**config.mk**
```make
export PLATFORM = sky130hd
export DESIGN_NAME = star_softmax_ctrl
export DESIGN_NICKNAME = d
export VERILOG_FILES = /design/src/rtl/star_softmax_ctrl.sv
export SDC_FILE = /design/constraint.sdc
export NUM_CORES = 1
export LEC_CHECK = 0
export ABC_AREA = 0
export BUFFER_PORTS_ARGS = -buffer_cell sky130_fd_sc_hd__buf_2
export CORE_MARGIN = 4
export CORE_UTILIZATION = 40
export DETAILED_ROUTE_END_ITERATION = 6
export GPL_TIMING_DRIVEN = 0
export PLACE_DENSITY = 0.7
export REMOVE_ABC_BUFFERS = 1
export SYNTH_ARGS = -nofsm -noshare
export SYNTH_HDL_FRONTEND = slang
export SYNTH_SLANG_ARGS = --single-unit
```
**constraint.sdc**
```tcl
create_clock -name clk -period 7.14 [get_ports clk]
set_clock_uncertainty 0.05 [all_clocks]
set_input_delay 0.714 -clock clk [delete_from_list [all_inputs] [get_ports clk]]
set_output_delay 0.714 -clock clk [all_outputs]
set_load 0.005 [all_outputs]
```
**src/rtl/star_softmax_ctrl.sv**
```systemverilog
// Sequencer for the STAR CAM/LUT softmax datapath.
// Per row: fetch INPUT_LEN scores and stream them to the CAM-subtract memory
// while tracking the one-hot row max, then run the find-subtract burst and the
// exponent-lookup burst. Each phase lasts INPUT_LEN+1 cycles.
// Build option: define STAR_ROW_LOOP_EN to process all N_ROWS rows; when it is
// left undefined only row 0 is processed before finish.
module star_softmax_ctrl #(
  parameter int INPUT_LEN = 16,
  parameter int N_ROWS    = 16,
  parameter int LUT_LEN   = 64,
  parameter int DATA_W    = 8
) (
  input  logic                     clk,
  input  logic                     rst,
  input  logic signed [DATA_W-1:0] data,
  output logic                     data_req,
  output logic [8:0]               data_addr,
  output logic signed [DATA_W-1:0] xi,
  output logic                     CAMSUB_req,
  input  logic [LUT_LEN-1:0]       i_xi_MV,
  output logic [LUT_LEN-1:0]       o_xi_MV,
  output logic [LUT_LEN-1:0]       o_xmax_MV,
  output logic                     FindSub_req,
  input  logic [LUT_LEN-1:0]       i_sub_MV,
  output logic                     EXP_req,
  output logic [LUT_LEN-1:0]       o_sub_MV,
  input  logic [31:0]              exp,
  input  logic [31:0]              Sum_exp,
  output logic                     finish
);

  localparam int ADDR_W = 9;
  localparam int CNT_W  = $clog2(INPUT_LEN + 1);
  localparam int ROW_W  = (N_ROWS > 1) ? $clog2(N_ROWS) : 1;

  typedef enum logic [2:0] {IDLE, LOAD, FINDSUB, EXP, DONE} state_t;

  state_t                    state, state_nxt;
  logic [CNT_W-1:0]          cnt;
  logic [ROW_W-1:0]          row;
  logic                      phase_end;
  logic                      last_row;
  logic                      load_entry;
  logic [ADDR_W-1:0]         addr_issue;
  logic [ADDR_W-1:0]         addr_q;
  logic                      camsub_vld_p1;
  logic signed [DATA_W-1:0]  xi_p1;
  logic [31:0]               exp_acc;

  assign phase_end  = (cnt == CNT_W'(INPUT_LEN));
  assign addr_issue = ADDR_W'(row) * ADDR_W'(INPUT_LEN) + ADDR_W'(cnt);
  assign load_entry = (state_nxt == LOAD) && (state != LOAD);

`ifdef STAR_ROW_LOOP_EN
  assign last_row = (row == ROW_W'(N_ROWS - 1));
`else
  assign last_row = 1'b1;
`endif

  // Phase state, per-phase cycle counter and row index.
  always_ff @(posedge clk or posedge rst) begin
    if (rst) begin
      state <= IDLE;
      cnt   <= '0;
      row   <= '0;
    end else begin
      state <= state_nxt;
      if (state_nxt != state)
        cnt <= '0;
      else if (state == LOAD || state == FINDSUB || state == EXP)
        cnt <= cnt + 1'b1;
      if (state == EXP && phase_end && !last_row)
        row <= row + 1'b1;
    end
  end

  // Next-state decode and phase request strobes.
  always_comb begin
    state_nxt   = state;
    data_req    = 1'b0;
    FindSub_req = 1'b0;
    EXP_req     = 1'b0;
    finish      = 1'b0;
    case (state)
      IDLE:    state_nxt = LOAD;
      LOAD: begin
        data_req = (cnt < CNT_W'(INPUT_LEN));
        if (phase_end) state_nxt = FINDSUB;
      end
      FINDSUB: begin
        FindSub_req = 1'b1;
        if (phase_end) state_nxt = EXP;
      end
      EXP: begin
        EXP_req = 1'b1;
        if (phase_end) state_nxt = last_row ? DONE : LOAD;
      end
      DONE:    finish = 1'b1;
      default: state_nxt = IDLE;
    endcase
  end

  // Address holds the last issued fetch once the fetch burst is over.
  assign data_addr  = data_req ? addr_issue : addr_q;
  assign xi         = xi_p1;
  assign CAMSUB_req = camsub_vld_p1;

  // Score capture, match-vector capture, row max and exponent accumulation.
  always_ff @(posedge clk or posedge rst) begin
    if (rst) begin
      addr_q        <= '0;
      camsub_vld_p1 <= 1'b0;
      xi_p1         <= '0;
      o_xi_MV       <= '0;
      o_xmax_MV     <= '0;
      o_sub_MV      <= '0;
      exp_acc       <= '0;
    end else begin
      if (data_req) addr_q <= addr_issue;
      // stage p0 -> p1: fetched score becomes xi, valid follows one cycle later
      camsub_vld_p1 <= data_req;
      if (data_req) xi_p1 <= data;
      // stage p1 -> p2: CAMSUB memory returns the one-hot code of xi
      if (camsub_vld_p1) o_xi_MV <= i_xi_MV;
      if (load_entry)
        o_xmax_MV <= '0;
      else if (camsub_vld_p1 && (i_xi_MV > o_xmax_MV))
        o_xmax_MV <= i_xi_MV;
      // exponent phase: register the subtract code toward the LUT
      if (state == EXP) o_sub_MV <= i_sub_MV;
      if (load_entry)
        exp_acc <= '0;
      else if (state == EXP && o_sub_MV != '0)
        exp_acc <= exp_acc + exp;
    end
  end

endmodule

```
==> out/results.ini <==
[status]
status = completed

[sta]
period_share_pct = 52.1
tightest_slew_ns = 1.29
fmax_mhz = 269
max_slew_margin_pct = 14.2
hold_viol = 0
setup_violations = 0
timing.final.crit_period_ns = 3.72
grt_setup_unrepaired = false
finalMaxSlewViolations = 0
finalWorstSetupSlack_ns = 3.42

[logic_synthesis]
synth.yosys.seq_area_share_pct = 53.7
syn_area_per_cell_um2 = 11.7
async_flop_share_pct = 100
synthCells = 869
synth.top_cells.by_area = dfrtp_1 54%, mux2_2 16%, ha_1 8.1%
synth.largest_area_cell = dfrtp_1
synth_top_area_share_pct = 53.7
synth_area_mm2 = 0.0102
synth_warnings = 0
ys_top_cells_by_count = 218 x dfrtp_1, 140 x mux2_2, 91 x a21oi_1
yosysMostFrequentCell = dfrtp_1
yosys_most_used_dff = dfrtp_1
ys_types = 44
synth_edf_count = 0
synth_seq_cells = 218

[grt]
grt_pass1_wl_um = 46000
antenna_found_initial = 1
grt_max_degree = 122
grt_use_total_pct = 19.9
grt.overflow.total = 0
grt_pass1_vias = 8368

[floorplanning]
die_h_um = 167
die-area_mm2 = 0.0280
rows = 58
die_w_um = 167
io_pins = 416
core_mm2 = 0.0251
initial_core_util_pct = 40.4

[clock_tree]
cts_sinks = 218
cts_max_level = 1
cts_tree = done
cts_made_buffers = 24
clk_latency_ns = 0.52
post_cts_buffers = 0
clk_pin_slew_ns = 0.06
clockBufferDepth = 3
root_buffer = clkbuf_16
ctsHoldBuffers = 0
post_cts_resized = 0

[placed_design]
port_buffers = 351
routabilityCongestion = 0.767
dp_hpwl_um = 21000
pre_cts_ws_ns = 2.91
place_area_mm2 = 0.0124

[pwr]
powerDensity_mw_per_mm2 = 302
peakVddDrop_uv = 177
leakagePower_nw = 6.47

[critical_path]
cp-startpoint = o_xmax_MV[59]
reg2reg_from = o_xmax_MV[59]
crit_arrival_ns = 4.10
startpoint_type = flop
worstPathRequired_ns = 7.52
worstSetupPathType = reg -> reg
critPathCaptureType = flop
cp_max_fo = 64
ff2ff_setup_slack_ns = 3.42

[detailed_routing]
first_pass_iters = 4
routedWlPerCell_um = 18.6
drt-initial-drc-count = 492
viasPerCell = 5.23
drc = 0
routed_wl_um = 29000
dr_total_vias = 8139
postRouteAntennaNets = 0

[cells_and_area]
final_area_mm2 = 0.0132
drive_gt1_share_pct = 45.2
area_growth_syn_to_layout_pct = 30.3
nets = 1477
diodes = 0
n_fill_cell = 2216

[run]
drv_cap = 0

[worst_hold_path]
hold_class = in -> async

[layout by cell type, fill, tap and decap left out, types with 2 or more instances in the layout]
cell / count
buf_16: 5
xor2_1: 2
inv_1: 66
buf_2: 351
nand2_1: 15
clkinv_4: 2
ha_1: 66
o211ai_1: 2
a21boi_0: 3
nand4_1: 10
nand3_1: 74
a21oi_1: 91
buf_6: 4
clkbuf_8: 6
nor3_1: 2
o21ai_1: 12
a22o_1: 2
buf_8: 2
clkbuf_1: 2
nor4_1: 3
dfrtp_1: 217
nor2b_1: 7
o21ai_0: 64
bufinv_16: 4
clkbuf_16: 25
nor2_1: 8
mux2_2: 140
a21o_1: 7
and2_1: 2
clkinv_2: 3
o21a_1: 2
and4_1: 4
[state kept, by name, indices dropped and copies added (netlist names)]
register	cells
CAMSUB_req	1
addr_q	9
cnt	5
o_sub_MV	64
o_xi_MV	64
o_xmax_MV	64
state	3
xi	8
[through the flow]
step                      std cells  setup TNS, ns  util [%]  power (mW)  hold slack, ns
final                          1556              0      52.7        4.00           0.239
after global routing           1556              0      52.7        4.27           0.292
after CTS                      1556              0      52.7        4.05           0.253
after detailed placement       1513              0      49.2        2.67           0.432
after global placement         1501        -480.85      48.1        2.62           0.427
after floorplan                 820              0         -        2.20           0.436
[report_power, final]
part | switching (mW) | leakage (nW) | internal, mW | total (mW)
clock | 0.509 | 0.430 | 0.844 | 1.35
combinational | 0.540 | 3.47 | 0.497 | 1.04
sequential | 0.157 | 2.57 | 1.45 | 1.61
[cell families after synthesis]
family	share of synthesized area, %
AO/OA/AOI/OAI	10.6
flip-flops	53.7
AND/OR/NAND/NOR	6.99
adder cells (fa/ha/maj)	8.13
XOR/XNOR	0.173
buffers and inverters	4.89
multiplexers	15.5
[area by class of cell]
| cell class | instances | area (um^2) | area share [%] |
|---|---|---|---|
| Multi-Input combinational cell | 535 | 4240 | 32.0 |
| Clock inverter | 10 | 160 | 1.21 |
| Tap cell | 330 | 413 | 3.12 |
| Inverter | 67 | 259 | 1.96 |
| Sequential cell | 218 | 5460 | 41.3 |
| Clock buffer | 33 | 716 | 5.41 |
| Timing Repair Buffer | 363 | 1990 | 15.0 |
[layer usage]
metal / vias up / track usage, % / wire (um)
li1: 3779 / - / -
met1: 4025 / 24.5 / 11600
met2: 291 / 34.7 / 14400
met3: 42 / 5.59 / 2250
met4: 2 / 4.90 / 662
met5: - / 0 / 13
[final timing paths]
check | endpoint | depth (start not counted)
max | o_xmax_MV[63] | 9
min | o_sub_MV[59] | 2
max reg2reg | o_xmax_MV[63] | 9
min reg2reg | addr_q[3] | 1
max in group asynchronous | o_xmax_MV[17] | 3
min in group clk | o_sub_MV[13] | 2
[worst max-delay path, stage by stage, from the launching register on]
cell and delay (ns):
dfrtp_1 0.38, inv_1 0.05, ha_1 0.31, nand4_1 0.18
nor4_1 0.70, and3_1 0.25, o211a_1 0.23, o21a_2 0.98
o21ai_0 0.24, a21oi_1 0.19
Note: power is estimated with default switching activity, not from simulation.
